**src/rtl/fpg8_alu_pkg.sv**
```systemverilog
// Shared definitions for the Z-stage ALU: opcodes, flag bit positions and FSM states.
package fpg8_alu_pkg;

    localparam logic [2:0] ALU_ADD  = 3'd0;
    localparam logic [2:0] ALU_SUB  = 3'd1;
    localparam logic [2:0] ALU_AND  = 3'd2;
    localparam logic [2:0] ALU_OR   = 3'd3;
    localparam logic [2:0] ALU_XOR  = 3'd4;
    localparam logic [2:0] ALU_NOT  = 3'd5;
    localparam logic [2:0] ALU_PASS = 3'd6;
    localparam logic [2:0] ALU_MULU = 3'd7;

    localparam int FLAG_N = 3;
    localparam int FLAG_Z = 2;
    localparam int FLAG_C = 1;
    localparam int FLAG_V = 0;

    localparam logic STATE_IDLE = 1'b0;
    localparam logic STATE_MUL  = 1'b1;

    typedef enum logic {
        IDLE = STATE_IDLE,
        MUL  = STATE_MUL
    } state_t;

endpackage

```
**src/rtl/alu_comb.sv**
```systemverilog
// Combinational single-cycle ALU datapath (ADD..PASS) producing result, carry and overflow.
module alu_comb
    import fpg8_alu_pkg::*;
#(
    parameter int WIDTH = 16
) (
    input  logic [WIDTH-1:0] a,
    input  logic [WIDTH-1:0] b,
    input  logic [2:0]       op,
    output logic [WIDTH-1:0] result,
    output logic             carry,
    output logic             overflow
);

    logic             is_sub;
    logic [WIDTH-1:0] b_eff;
    logic [WIDTH:0]   sum;

    // SUB reuses the adder as A + ~B + 1, so C=1 means no borrow.
    assign is_sub = (op == ALU_SUB);
    assign b_eff  = is_sub ? ~b : b;
    assign sum    = {1'b0, a} + {1'b0, b_eff} + {{WIDTH{1'b0}}, is_sub};

    always_comb begin
        result   = '0;
        carry    = 1'b0;
        overflow = 1'b0;
        case (op)
            ALU_ADD, ALU_SUB: begin
                result   = sum[WIDTH-1:0];
                carry    = sum[WIDTH];
                overflow = (a[WIDTH-1] == b_eff[WIDTH-1]) &&
                           (sum[WIDTH-1] != a[WIDTH-1]);
            end
            ALU_AND:  result = a & b;
            ALU_OR:   result = a | b;
            ALU_XOR:  result = a ^ b;
            ALU_NOT:  result = ~a;
            ALU_PASS: result = b;
            default:  result = '0;
        endcase
    end

endmodule

```
**src/rtl/alu_z_stage.sv**
```systemverilog
// ALU execution stage: single-cycle ops load Z directly; MULU runs a 16-step shift-add sequence.
module alu_z_stage
    import fpg8_alu_pkg::*;
#(
    parameter int WIDTH = 16
) (
    input  logic             clk,
    input  logic             reset,
    input  logic [WIDTH-1:0] from_bus,
    input  logic [WIDTH-1:0] Y_shifted,
    input  logic [2:0]       alu_op,
    input  logic             start,
    output logic             busy,
    output logic             done,
    output logic [WIDTH-1:0] Z_out,
    output logic [3:0]       flags
);

    state_t             state;
    state_t             state_next;
    logic [2*WIDTH-1:0] mcand;
    logic [2*WIDTH-1:0] acc;
    logic [2*WIDTH-1:0] acc_next;
    logic [WIDTH-1:0]   mult;
    logic [3:0]         cnt;

    logic [WIDTH-1:0]   comb_result;
    logic               comb_carry;
    logic               comb_overflow;

    logic               issue_single;
    logic               issue_mul;
    logic               mul_last;

    alu_comb #(
        .WIDTH(WIDTH)
    ) u_alu_comb (
        .a        (from_bus),
        .b        (Y_shifted),
        .op       (alu_op),
        .result   (comb_result),
        .carry    (comb_carry),
        .overflow (comb_overflow)
    );

    always_comb begin
        issue_single = (state == IDLE) && start && (alu_op != ALU_MULU);
        issue_mul    = (state == IDLE) && start && (alu_op == ALU_MULU);
        mul_last     = (state == MUL) && (cnt == 4'd15);
        acc_next     = mult[0] ? (acc + mcand) : acc;
    end

    always_comb begin
        state_next = state;
        case (state)
            IDLE:    if (issue_mul) state_next = MUL;
            MUL:     if (mul_last)  state_next = IDLE;
            default: state_next = IDLE;
        endcase
    end

    always_ff @(posedge clk) begin
        if (reset) state <= IDLE;
        else       state <= state_next;
    end

    // Reset discards any in-flight multiply so no partial product ever reaches Z.
    always_ff @(posedge clk) begin
        if (reset) begin
            Z_out <= '0;
            flags <= '0;
            done  <= 1'b0;
            mcand <= '0;
            acc   <= '0;
            mult  <= '0;
            cnt   <= '0;
        end else begin
            done <= 1'b0;
            if (issue_single) begin
                Z_out         <= comb_result;
                flags[FLAG_N] <= comb_result[WIDTH-1];
                flags[FLAG_Z] <= (comb_result == '0);
                flags[FLAG_C] <= comb_carry;
                flags[FLAG_V] <= comb_overflow;
                done          <= 1'b1;
            end
            if (issue_mul) begin
                mcand <= {{WIDTH{1'b0}}, from_bus};
                mult  <= Y_shifted;
                acc   <= '0;
                cnt   <= '0;
            end
            if (state == MUL) begin
                acc   <= acc_next;
                mcand <= mcand << 1;
                mult  <= mult >> 1;
                cnt   <= cnt + 4'd1;
                if (mul_last) begin
                    Z_out         <= acc_next[WIDTH-1:0];
                    flags[FLAG_N] <= acc_next[WIDTH-1];
                    flags[FLAG_Z] <= (acc_next[WIDTH-1:0] == '0);
                    flags[FLAG_C] <= 1'b0;
                    flags[FLAG_V] <= (acc_next[2*WIDTH-1:WIDTH] != '0);
                    done          <= 1'b1;
                end
            end
        end
    end

    assign busy = (state == MUL);

endmodule

```
**config.mk**
```make
export PLATFORM = sky130hd
export DESIGN_NAME = alu_z_stage
export DESIGN_NICKNAME = d
export VERILOG_FILES = /design/src/rtl/fpg8_alu_pkg.sv /design/src/rtl/alu_comb.sv /design/src/rtl/alu_z_stage.sv
export SDC_FILE = /design/constraint.sdc
export NUM_CORES = 1
export LEC_CHECK = 0
export CAP_MARGIN = 20
export CORE_ASPECT_RATIO = 1.25
export CORE_UTILIZATION = 55
export DETAILED_ROUTE_END_ITERATION = 8
export GPL_TIMING_DRIVEN = 0
export PLACE_DENSITY = 0.87
export SETUP_SLACK_MARGIN = 0.02
export SYNTH_ARGS = -nofsm -noshare
export SYNTH_HDL_FRONTEND = slang
export SYNTH_SLANG_ARGS = --single-unit
```
**constraint.sdc**
```tcl
create_clock -name clk -period 5.59 [get_ports clk]
set_input_delay 1.3975 -clock clk [delete_from_list [all_inputs] [get_ports clk]]
set_output_delay 1.3975 -clock clk [all_outputs]
set_load 0.005 [all_outputs]
```
After elaboration in Yosys (flattened, before gate mapping)
Index checks and enable logic that the tools add are counted.

storage, ports and cells
  latch bits = 0
  bits of input ports = 38
  memories kept = 0
  register bits after elaboration = 106
  bits in read-only memories = 0
  RAM bits = 0
  logic and storage cells = 68

cells by class
  $add $sub $neg = 4
  multipliers = 0
  multiplexer cells = 25
  $lt $le $gt $ge = 0
  bitwise gates (word level) = 6
  equal/unequal tests = 11
  shift operators = 0
  reductions and logical operators = 12
  divide/modulo/power cells = 0

operators with widths
  kind                                                             number
  32-bit two-way mux                                               5
  16-bit one-hot mux with 6 select lines                           1
  16-bit two-way mux                                               4
  32-bit adder                                                     1
  16-bit zero test                                                 2
  16-bit NOT                                                       2
  15-bit two-way mux                                               2
  4-bit two-way mux                                                5
  16-bit by 16-bit adder with 17-bit output                        1
  17-bit by 1-bit adder with 17-bit output                         1
  16-bit bitwise AND                                               1
  16-bit bitwise OR                                                1
  16-bit nonzero test                                              1
  16-bit XOR                                                       1
  3-bit == test, second input constant                             4
  1-bit two-way mux                                                7
  3-bit by 2-bit == test with 1-bit output, second input constant  2
  1-bit logical AND                                                5
  4-bit by 1-bit adder with 4-bit output, second input constant    1
  4-bit == test, second input constant                             1
  2-bit OR reduction                                               2
  3-bit by 1-bit == test with 1-bit output, second input constant  1
  3-bit zero test                                                  1
  3-bit inequality test, second input constant                     1
  other kinds (5)                                                  5

Depth between registers and ports, before layout
  depth in word-level cells = 10
  mapped depth = 18

By module
Synthesis repeated with hierarchy kept, for this count alone.

second synthesis, totals
  cell total of the unflattened synthesis = 1,127
  area, all modules = 8,577.0 um^2

by module, submodules not included
  module       cells an instance  times used  area each (um^2)
  alu_z_stage  792                1           6,314.8
  alu_comb     335                1           2,262.2

Least setup slack after synthesis
Ideal clock, no wire load.

  path kind = input-to-reg
  start point = input port alu_op[0]
  end point = register flags[2]
  cell stages on the path = 16
  arrival = 5.190 ns
  slack = 0.315 ns
  cell sequence = inv_2 > clkbuf_1 > buf_1 > nor2_1 > clkbuf_1 > xnor2_1 > ha_1 > a21o_1 > a21oi_1 > xnor2_1 > o21ai_1 > or4_1 > nor4_1 > nand4b_1 > or4_1 > o31ai_2

between the ends
  word-level cells in the longest chain between the ends = 9

RTL lines
  element                                    RTL line                        text
  start, declared                            alu_z_stage.sv:11               input logic [2:0] alu_op,
  3-bit by 1-bit == test with 1-bit output   alu_comb.sv:20, alu_comb.sv:28
  16-bit two-way mux                         alu_comb.sv:21                  assign b_eff = is_sub ? ~b : b;
  16-bit by 16-bit adder with 17-bit output  alu_comb.sv:22                  assign sum = {1'b0, a} + {1'b0, b_eff} + {{WIDTH{1'b0}}, is_sub};
  17-bit by 1-bit adder with 17-bit output   alu_comb.sv:22
  16-bit one-hot mux with 6 select lines     alu_comb.sv:28                  case (op)
  16-bit zero test                           alu_z_stage.sv:82               flags[FLAG_Z] <= (comb_result == '0);
  4-bit two-way mux (*)                      alu_z_stage.sv:79               if (issue_single) begin
  4-bit two-way mux                          alu_z_stage.sv:98               if (mul_last) begin
  4-bit two-way mux (*)                      alu_z_stage.sv:93               if (state == MUL) begin
  end signal, assigned by index              alu_z_stage.sv:81               flags[FLAG_N] <= comb_result[WIDTH-1];
  end signal, assigned by index              alu_z_stage.sv:82
  end signal, assigned by index              alu_z_stage.sv:83               flags[FLAG_C] <= comb_carry;
  end, declared                              alu_z_stage.sv:16               output logic [3:0] flags

Mark *: on every way between the ends. The rest lies on a longest branch, timed or not.
A chain may end at the register's enable or synchronous reset.

Final worst setup path
  start point = input port alu_op[1]
  end point = register flags[2]

Same word-level chain as after synthesis.

==> summary.md <==
| Metric | Value |
|---|---|
| Status | `finished, final reports clean` |
| Combinational share of power | `0.217` |
| Clock Latency Late Sink | `0.36 ns` |
| Starting DRT DRC Count | `787` |
| Worst r2r path cells | `12` |
| Setup Skew | `0.007053 ns` |
| Synth Net Count | `1242` |
| Commonest cells in the netlist | `142 x a21oi_1, 134 x nor2_1, 107 x nand2_1` |
| Routed len/inst | `19.76 µm` |
| Final Setup Violations | `0` |
| Antenna fix cells | `0` |
| Total gr overflow | `0` |
| Vias in the first global route | `8438` |
| Library cells used by synthesis | `73` |
| Sequential Power Share | `0.415` |
| DRT antenna net count | `0` |
| Synth area leaders | `dfxtp_1 25%, ha_1 12%, a21oi_1 8.5%` |
| Count leader, synth | `a21oi_1` |
| Clock Root Buffer | `clkbuf_16` |
| Port buffer count | `58` |
| Placement row count | `50` |
| Minimum clock period | `5.342 ns` |
| Clk pwr share | `0.368` |
| Synth area leader | `dfxtp_1` |
| Layout cells sized above 1 | `0.04686` |
| Routing usage on met1 | `0.3774` |
| Top Ports | `60` |
| # hold bufs at CTS | `0` |
| Cell area after synthesis | `8387 µm²` |
| Hold slack | `0.4592 ns` |
| Top-area cell type share of the netlist area | `0.2530` |
| Die Y | `140.1 µm` |
| Register area share after synthesis | `0.2530` |
| HP Class | `flop to flop` |
| Crit Path Category | `input pin to flop` |
| H-tree levels | `3` |
| Area growth syn-to-layout | `13.93%` |
| Internal power | `0.001311 W` |
| Clock buffer count from CTS | `9` |
| First-pass GRT wire length | `42.74 mm` |
| GR Util met2 | `0.6120` |
| Period utilization | `0.9556` |
| Nets | `1312` |
| Die X | `112.5 µm` |
| Grt peak-use layer | `met2` |
| Sw Share | `0.3071` |
| All-Layer GR Usage | `0.3453` |
| Area occupied by multi-input gates | `5828 µm²` |
| Max Cap Violations | `0` |
| Worst Path Arrival | `5.62 ns` |
| Die Area | `15750 µm²` |
| Post-synth EDFFs | `0` |
| Ys Warns | `0` |
| Seq. cell area | `2122 µm²` |
| Asr flop ratio synth | `0` |
| Startpoint Class | `input pin` |
| Initial DRT Pass Iterations | `5` |
| Initial Utilization | `0.5609` |
| Max clock buf depth | `2` |
| Initial antenna violation count | `0` |
| Met3 GRT Util | `0.04587` |
| Vias/cell | `6.468` |
| Total Power | `0.001892 W` |
| Count of final hold-check violations | `0` |
| Pwr Density | `198.1 nW/µm²` |
| Switch Pwr | `0.0005811 W` |
| TritonCTS clock tree | `done` |
| Cell count after synthesis | `1120` |
| Util after Layout | `0.6391` |
| VDD IR max | `0.1552 mV` |
| Clk pin slew, worst setup/hold paths | `0.08 ns` |
| Hold Path Stages | `2` |
| Routability cong. | `0.9829` |
| Critical path data required time | `5.87 ns` |
| Pleak | `3.883 nW` |
| Syn Area/Cell | `7.488 µm²` |
| Vias | `8906` |
| Total wire length | `27.21 mm` |
| CP Capture Type | `flop` |
| Post-synth top flop | `dfxtp_1` |
| Worst-Margin Slew | `0.9988 ns` |
| Max-slew headroom | `0.3327` |
| Largest net degree at the start of global routing | `20` |
| CTS Sinks | `106` |
| Synthesized flop and latch total | `106` |
| Final slew viol count | `0` |
| Worst-path fanout max | `10` |
| DP Wirelength | `21.10 mm` |
| # fillers | `1322` |
| Floorplan core area | `14950 µm²` |
| RSZ-0062 raised after global routing | `no` |
| # DRC | `0` |
| Max Clock Freq | `187.2 MHz` |
-- cells by family (layout without fill, tap and decap cells) --
family                     after synthesis  count (layout)  share of synthesized area
and+or+nand+nor                        385             385                     0.2150
adders and majority gates               84              84                     0.1271
muxes                                   29              29                    0.03640
DFF                                    106             106                     0.2530
xor gates and xnor gates                48              48                    0.05013
buffers and inverters                  118             193                    0.05445
AOI/OAI and AO/OA                      350             350                     0.2639
-- worst max-delay path, cell delays in order --
cell and delay [ns]:
clkdlybuf4s50_1 0.52, or2_1 0.27, buf_6 0.15, nor2_4 0.16, clkbuf_4 0.29, xnor2_1 0.15
ha_1 0.29, a21o_1 0.20, a21oi_1 0.31, xnor2_1 0.19, o21ai_1 0.11, or4_1 0.60
nor4_2 0.22, nand4b_1 0.15, or4_1 0.44, o31ai_2 0.17
-- per-layer routing --
layer | routed length [µm] | part of all wire | vias up
li1 | - | - | 4174
met1 | 10100 | 0.37 | 4106
met2 | 13120 | 0.48 | 464
met3 | 1868 | 0.069 | 162
met4 | 2123 | 0.078 | 0
met5 | 0 | 0 | -
-- power by group through the flow --
stage,logic (W),clock network (W),registers (W)
after global placement,0.000386,0,0.000802
after floorplan,0.000253,0,0.000799
final,0.000410,0.000697,0.000785
after CTS,0.000400,0.000689,0.000785
after global routing,0.000444,0.000722,0.000786
after detailed placement,0.000396,0,0.000802
-- final cells by class --
cell class | count | share of cell area
tap | 182 | 0.02383
timing repair buffer | 60 | 0.06233
clock inverter | 6 | 0.008642
clock buffer | 10 | 0.02501
sequential | 106 | 0.2221
inverter | 52 | 0.02043
multi-input combinational | 896 | 0.6099
buffer | 65 | 0.02776
-- placed cells by master (no fill, tap or decap), drive strengths merged, types with 11 or more instances in the layout --
master	count
nand2	107
clkbuf	62
a221oi	12
ha	82
nand4	11
mux2i	20
a21o	13
a21oi	143
clkdlybuf4s50	58
nand3	23
and3	33
inv	54
a22oi	33
nor2	135
xnor2	40
buf	15
o21ai	57
nor2b	12
nor3	16
a31oi	16
dfxtp	106
-- sequential cells by signal (all words and copies together) (netlist names) --
signal,count
done,1
mult,16
Z_out,16
mcand,32
busy,1
acc,32
cnt,4
flags,4
-- final timing paths --
check                  from  endpoint  slack (ns)
setup / recovery  alu_op[1]  flags[2]        0.25
hold / removal      mult[5]   mult[5]        0.46
setup reg to reg   mcand[0]  flags[0]        1.89
hold reg to reg     mult[5]   mult[5]        0.46
-- stage by stage --
| stage | cell area, µm² | worst slack [ns] | cells | setup TNS (ns) |
|---|---|---|---|---|
| floorplan | 8387 | 0.3154 | 1120 | 0 |
| global placement | 9195 | -1.382 | 1360 | -11.67 |
| detailed placement | 9195 | -1.415 | 1360 | -12.72 |
| CTS | 9540 | 0.1133 | 1377 | 0 |
| global route | 9555 | 0.08113 | 1377 | 0 |
| finish | 9555 | 0.2484 | 1377 | 0 |
-- repair_timing --
item	in CTS	in global routing
pin swaps	1	0
gates resized for setup	5	4
setup buffers	2	0
setup endpoints to repair	16	1
No activity file was read; power rests on OpenSTA's default activity.
